==> config.mk <==
export PLATFORM = sky130hd
export DESIGN_NAME = baccarat_dealer
export DESIGN_NICKNAME = d
export VERILOG_FILES = /design/src/rtl/baccarat_dealer.sv
export SDC_FILE = /design/constraint.sdc
export NUM_CORES = 1
export LEC_CHECK = 0
export BUFFER_PORTS_ARGS = -buffer_cell sky130_fd_sc_hd__buf_2
export CORE_MARGIN = 3
export CORE_UTILIZATION = 60
export DETAILED_ROUTE_END_ITERATION = 7
export PLACE_DENSITY = 0.79
export SYNTH_ARGS = -nofsm -noshare
export SYNTH_HDL_FRONTEND = slang
export SYNTH_SLANG_ARGS = --single-unit
==> constraint.sdc <==
create_clock -name clk -period 7 [get_ports clk]
set_input_delay 1.4 -clock clk [delete_from_list [all_inputs] [get_ports clk]]
set_output_delay 1.4 -clock clk [all_outputs]
set_load 0.1 [all_outputs]
==> src/rtl/baccarat_dealer.sv <==
// Baccarat deal-and-score engine. A free-running 1..13 counter supplies the
// card ranks, six card registers hold both hands, and a small FSM applies the
// third-card rules before reporting the scores and the winner.
module baccarat_dealer (
  input  logic       clk,
  input  logic       rst,
  input  logic       deal,
  output logic [3:0] pcard1,
  output logic [3:0] pcard2,
  output logic [3:0] pcard3,
  output logic [3:0] dcard1,
  output logic [3:0] dcard2,
  output logic [3:0] dcard3,
  output logic [3:0] pscore,
  output logic [3:0] dscore,
  output logic       done,
  output logic       player_win,
  output logic       dealer_win
);

  typedef enum logic [3:0] {
    S_P1, S_D1, S_P2, S_D2, S_CHK, S_P3, S_CHK3, S_D3, S_DONE
  } state_t;

  // Card slot indices, in dealing order.
  localparam int C_P1 = 0;
  localparam int C_D1 = 1;
  localparam int C_P2 = 2;
  localparam int C_D2 = 3;
  localparam int C_P3 = 4;
  localparam int C_D3 = 5;

  state_t            state, state_nx;
  logic [3:0]        ctr;
  logic [5:0][3:0]   cards;
  logic [5:0]        ld;
  logic              clr;
  logic [3:0]        p3_val;

  // Rank to baccarat value: A..9 count face value, 10..K and empty count 0.
  function automatic logic [3:0] card_val(input logic [3:0] r);
    return (r >= 4'd1 && r <= 4'd9) ? r : 4'd0;
  endfunction

  // Hand score: sum at 6 bits, then mod 10.
  function automatic logic [3:0] hand_score(input logic [3:0] a, b, c);
    logic [5:0] s;
    logic [5:0] m;
    s = {2'b00, card_val(a)} + {2'b00, card_val(b)} + {2'b00, card_val(c)};
    m = s % 6'd10;
    return m[3:0];
  endfunction

  assign pcard1 = cards[C_P1];
  assign dcard1 = cards[C_D1];
  assign pcard2 = cards[C_P2];
  assign dcard2 = cards[C_D2];
  assign pcard3 = cards[C_P3];
  assign dcard3 = cards[C_D3];

  assign pscore = hand_score(pcard1, pcard2, pcard3);
  assign dscore = hand_score(dcard1, dcard2, dcard3);
  assign p3_val = card_val(pcard3);

  assign done       = (state == S_DONE);
  // A tie raises both flags.
  assign player_win = done && (pscore >= dscore);
  assign dealer_win = done && (dscore >= pscore);

  // Free-running rank counter, 1..13 with wrap back to 1.
  always_ff @(posedge clk or posedge rst) begin
    if (rst)              ctr <= 4'd1;
    else if (ctr == 4'd13) ctr <= 4'd1;
    else                  ctr <= ctr + 4'd1;
  end

  // State register.
  always_ff @(posedge clk or posedge rst) begin
    if (rst) state <= S_P1;
    else     state <= state_nx;
  end

  // Next state and card-load strobes; check states ignore deal.
  always_comb begin
    state_nx = state;
    ld       = '0;
    clr      = 1'b0;
    case (state)
      S_P1: if (deal) begin ld[C_P1] = 1'b1; state_nx = S_D1; end
      S_D1: if (deal) begin ld[C_D1] = 1'b1; state_nx = S_P2; end
      S_P2: if (deal) begin ld[C_P2] = 1'b1; state_nx = S_D2; end
      S_D2: if (deal) begin ld[C_D2] = 1'b1; state_nx = S_CHK; end
      S_CHK: begin
        if (pscore >= 4'd8 || dscore >= 4'd8) state_nx = S_DONE;
        else if (pscore <= 4'd5)              state_nx = S_P3;
        else if (dscore <= 4'd5)              state_nx = S_D3;
        else                                  state_nx = S_DONE;
      end
      S_P3: if (deal) begin ld[C_P3] = 1'b1; state_nx = S_CHK3; end
      S_CHK3: begin
        state_nx = S_DONE;
        case (dscore)
          4'd0, 4'd1, 4'd2: state_nx = S_D3;
          4'd3: if (p3_val != 4'd8)                     state_nx = S_D3;
          4'd4: if (p3_val >= 4'd2 && p3_val <= 4'd7)   state_nx = S_D3;
          4'd5: if (p3_val >= 4'd4 && p3_val <= 4'd7)   state_nx = S_D3;
          4'd6: if (p3_val >= 4'd6 && p3_val <= 4'd7)   state_nx = S_D3;
          default: state_nx = S_DONE;
        endcase
      end
      S_D3: if (deal) begin ld[C_D3] = 1'b1; state_nx = S_DONE; end
      S_DONE: if (deal) begin clr = 1'b1; state_nx = S_P1; end
      default: state_nx = S_P1;
    endcase
  end

  // Card registers: clear on a new round, otherwise capture ctr on a strobe.
  always_ff @(posedge clk or posedge rst) begin
    if (rst) begin
      cards <= '0;
    end else if (clr) begin
      cards <= '0;
    end else begin
      for (int i = 0; i < 6; i++)
        if (ld[i]) cards[i] <= ctr;
    end
  end

endmodule

=== Word-level counts from Yosys, hierarchy flattened ===
Index checks and enable logic that the tools add are counted.

* Add/subtract/negate cells: 5
* Div/mod/pow operators: 2
* $lt $le $gt $ge: 22
* Eq/ne operators: 23
* Muxes and demuxes: 38
* Reduce and logical (&&, ||, !) cells: 22

{| class="wikitable"
|+ Operator list
! operator !! count
|-
| $mux W4 || 27
|-
| $pmux W4 S9 || 1
|-
| $eq A4 B3 Y1 const B || 7
|-
| $ge A4 B1 Y1 const B || 6
|-
| $le A4 B4 Y1 const B || 6
|-
| $mux W24 || 1
|-
| $pmux W4 S5 || 1
|-
| $eq A4 B2 Y1 const B || 4
|-
| $ne A2 B2 Y1 const B || 7
|-
| $add A5 B4 Y6 || 2
|-
| $le A4 B3 Y1 const B || 3
|-
| $mod A6 B4 Y6 const B || 2
|-
| $reduce_bool A2 Y1 || 6
|-
| $logic_and A1 B1 Y1 || 11
|-
| $add A4 B4 Y5 || 2
|-
| $eq A4 B1 Y1 const B || 2
|-
| $eq A4 B4 Y1 const B || 2
|-
| $ge A4 B3 Y1 const B || 2
|-
| $ge A4 B4 Y1 || 2
|-
| $ge A4 B4 Y1 const B || 2
|-
| $logic_not A4 Y1 || 2
|-
| $mux W1 || 8
|-
| $reduce_and A7 Y1 || 1
|-
| $add A4 B1 Y4 const B || 1
|-
| other kinds (4) || 4
|}

* Register bits after elaboration: 32
* Input port bits: 3
* Output and inout bits: 35
* Logic and storage cells: 120

=== Logic depth before layout (Yosys ltp) ===
* Depth in word-level cells: 11
* Depth in mapped cells: 20
* Gate-level depth less buffers: 19

=== Worst setup path before layout ===
Ideal clock, no wire load.

* Path kind: reg-to-output
* Start: reg cards (netlist bit pcard3[1])
* End: out player_win
* Data arrival time: 7.931 ns
* Required time: 5.600 ns
* Path slack: -2.331 ns
* Stages on the path, launching flop included: 17
* Path buffers: 1
* Cells stage by stage: dfrtp_1 inv_1 nor2_1 fa_1 ha_1 fa_1 buf_4 and2_1 a211oi_1 nor2_1 a221o_1 inv_1 ha_1 a32oi_1 nor2_1 nand4b_1 o32ai_1

* Longest elaborated chain between the ends: 7

{| class="wikitable"
|+ Ends and longest elaborated chain
! element !! RTL line !! source
|-
| start: declaration || 35 || <nowiki>logic [5:0][3:0] cards;</nowiki>
|-
| start signal: indexed assignment || 125 || <nowiki>if (ld[i]) cards[i] <= ctr;</nowiki>
|-
| $ge A4 B1 Y1 / $le A4 B4 Y1 (equally long branches) || 42 || <nowiki>return (r >= 4'd1 && r <= 4'd9) ? r : 4'd0;</nowiki>
|-
| $logic_and A1 B1 Y1 || 42 ||
|-
| $mux W4 (*) || 42 ||
|-
| $add A5 B4 Y6 (*) || 49 || <nowiki>s = {2'b00, card_val(a)} + {2'b00, card_val(b)} + {2'b00, card_val(c)};</nowiki>
|-
| $mod A6 B4 Y6 (*) || 50 || <nowiki>m = s % 6'd10;</nowiki>
|-
| via pscore[2] || 14 || <nowiki>output logic [3:0] pscore,</nowiki>
|-
| $ge A4 B4 Y1 (*) || 67 || <nowiki>assign player_win = done && (pscore >= dscore);</nowiki>
|-
| $logic_and A1 B1 Y1 (*) || 67 ||
|-
| end: declaration || 17 || <nowiki>output logic player_win,</nowiki>
|}

Mark *: on every way through the listed nets, which the timed path passes. The rest lies on a longest branch.

=== Worst setup path after layout ===
* Start: reg cards (netlist bit pcard3[2])
* End: out player_win

* Longest elaborated chain between the ends: 7

{| class="wikitable"
|+ Ends and longest elaborated chain
! element !! RTL line
|-
| $ge A4 B1 Y1 / $le A4 B4 Y1 (equally long branches) || 42
|-
| $logic_and A1 B1 Y1 || 42
|-
| $mux W4 (*) || 42
|-
| $add A5 B4 Y6 (*) || 49
|-
| $mod A6 B4 Y6 (*) || 50
|-
| $ge A4 B4 Y1 (*) || 67
|-
| $logic_and A1 B1 Y1 (*) || 67
|}

Every way passes the cells marked *; elsewhere a longest branch is shown, timed or not.

==> flow_summary.toml <==
[floorplan]
rows = 26
initial_core_util = 0.6265
fp.coreArea_sq_um = 5172
ios = 38
die_w_um = 79.49
die_y_um = 79.49
fp.dieArea_sq_um = 6319

[final_layout]
stdcell_area_sq_um = 3555
diodes = 0
nFillCells = 432
multi_input_area_sq_um = 2277
area_growth_pct = 9.691
drive_gt1_frac = 0.1986
nNetsFinal = 440
area.sequential_sq_um = 802.0

[critical_path]
arrival_ns = 5.25
cp.required_ns = 5.60
cp_max_fo = 9
critPathKind = "reg -> out"
start_kind = "register"
end_kind = "output port"

[synth]
yosysSeqAreaShare = 0.2475
netlist.area_leader.share = 0.2394
synth.avg_cell_area_sq_um = 8.246
synthDistinctLibCells = 79
syn_nets = 416
ys.flop_type = "dfrtp_1"
synth_area_leaders = "dfrtp_1 (24%), fa_1 (6.2%), nand2_1 (5.2%), o21ai_0 (4.5%), ha_1 (3.9%)"
yosysMostFrequentCell = "nand2_1"
synth_area_sq_um = 3241
yosys-top-cells-count = "nand2_1 (45), dfrtp_1 (31), nor2_1 (31)"
synth_edf_count = 0
synthCells = 393
yosys_register_bits = 32
yosysTopAreaCell = "dfrtp_1"
async_flop_share = 1.000
synth_warnings = 0

[detailed_routing]
drt_pass1_iterations = 5
num_vias = 3018
routedWlPerCell_um = 16.12
viasPerCell = 6.184
drc = 0
antenna_left = 0
wl_um = 7868
drt_iter0_markers = 173

[timing]
finalHoldViolations = 0
setup_viol = 0
final_max_slew_viol_count = 0
relSlewSlack = 0.4881
period_share = 0.9501
holdWs_ns = 0.5224
max_freq_mhz = 150.4
layout_min_cycle_time_ns = 6.651
fin_skew_ns = 0.006904
worst_slew_pin_slew_ns = 0.7679

[run_status]
status = "complete, no violations"

[clocking]
post-cts-setup-buffers = 0
cts-root-buf = "clkbuf_8"
cts_max_level = 2
cts_buffers = 5
clockBufferDepth = 2
clkSinkCount = 32
insertion_delay_ns = 0.28
cts_tree = "yes"
clk_pin_slew_ns = 0.07

[grt]
grtUsageTotal = 0.2523
grt_max_degree = 33
grt_use_met2 = 0.4174
grt-busiest-layer = "met2"
grt_util_met1 = 0.3564
grt_use_met3 = 0.03047
grt_pass1_vias = 2666
antenna_found_initial = 0
gr-total-overflow = 0
grt_pass1_wl_um = 12860

[placed_design]
hpwlAfterDp_um = 6004
placed_cell_area_sq_um = 3440
place_congestion = 0.9072
io_buffers = 37

[run]
drv_cap = 0

[worst_hold_path]
min_path_type = "reg -> reg"
worst paths after layout:
path | slack (ns) | start | depth (start not counted) | end
min in group asynchronous | 1.19 | rst | 3 | pcard2[2]
worst max register to register | 1.98 | dcard1[1] | 14 | state[2]
worst max-delay path | 0.35 | pcard3[2] | 19 | player_win
max in group asynchronous | 5.48 | rst | 3 | ctr[0]
worst min register to register | 0.52 | ctr[0] | 1 | ctr[0]
worst min-delay path | 0.52 | ctr[0] | 1 | ctr[0]
worst max-delay path, stage by stage, from the launching register on:
cell	delay (ns)
dfrtp_1	0.43
o21ai_0	0.16
nand2_1	0.12
fa_1	0.43
inv_1	0.07
ha_1	0.20
fa_2	0.53
and2_1	0.22
a211oi_1	0.21
nor2_1	0.06
a221o_1	0.37
inv_1	0.17
ha_1	0.26
a2111oi_0	0.08
a311o_1	0.34
a311oi_4	0.31
xnor2_1	0.16
nand4b_1	0.23
o32ai_4	0.25
clkbuf_4	0.37
per-stage QoR:
stage / std cells / TNS, ns / setup WS [ns] / utilization
6_report: 488 / 0 / 0.3490 / 0.6872
2_1_floorplan: 393 / -0.03429 / -0.03429 / -
5_1_grt: 488 / -0.02660 / -0.01726 / 0.6872
3_5_place_dp: 480 / 0 / 0.4743 / 0.6650
4_1_cts: 488 / 0 / 0.1758 / 0.6829
3_3_place_gp: 480 / 0 / 0.5916 / 0.6650
cell type report:
class,instances,area share
clock buffer,6,0.02323
tap,70,0.02464
sequential,32,0.2256
timing repair buffer,38,0.05561
clock inverter,2,0.002816
multi-input combinational,314,0.6406
inverter,26,0.02746
sequential cells by signal (all words and copies together), names as in the netlist:
name    flops
pcard1      4
dcard2      4
pcard2      4
pcard3      4
state       4
dcard1      4
dcard3      4
ctr         4
what timing repair did:
item                                    CTS  global route
resized for setup                         0             7
endpoints found under the setup margin    0             2
hold buffers                              0             0
metal layers:
metal	part of all wire	vias to the layer above
li1	-	1473
met1	0.47	1449
met2	0.48	90
met3	0.040	6
met4	0.0058	0
met5	0	-
cells by family (layout without fill, tap and decap cells):
family                     after synthesis  count (layout)  synth area share
adders and majority gates               21              21            0.1039
xor gates and xnor gates                 6               6           0.01622
buffers and inverters                   47              72           0.06718
AOI/OAI and AO/OA                      112             112            0.2490
and+or+nand+nor                        163             163            0.2737
muxes                                   12              12           0.04247
DFF                                     32              32            0.2475
cells in the final DEF (no fill, tap or decap), drive strengths merged, types with 4 or more instances in the layout:
master and instances:
nor2 31, nand3 7, a21o 5, nor4 5, buf 37, a211oi 5, or3 6, o22ai 5
nand2 46, nand4 4, clkbuf 7, nand2b 11, nor3b 8, a31oi 5, dfrtp 31, inv 26
mux2 11, nor2b 14, o21ai 31, o211ai 5, nor3 10, fa 10, and2 4, a21oi 19
ha 10, nand4b 4, a22oi 8
Power is not shown: default switching activity piles up to over one toggle a cycle in this logic, so the estimate is an artifact.
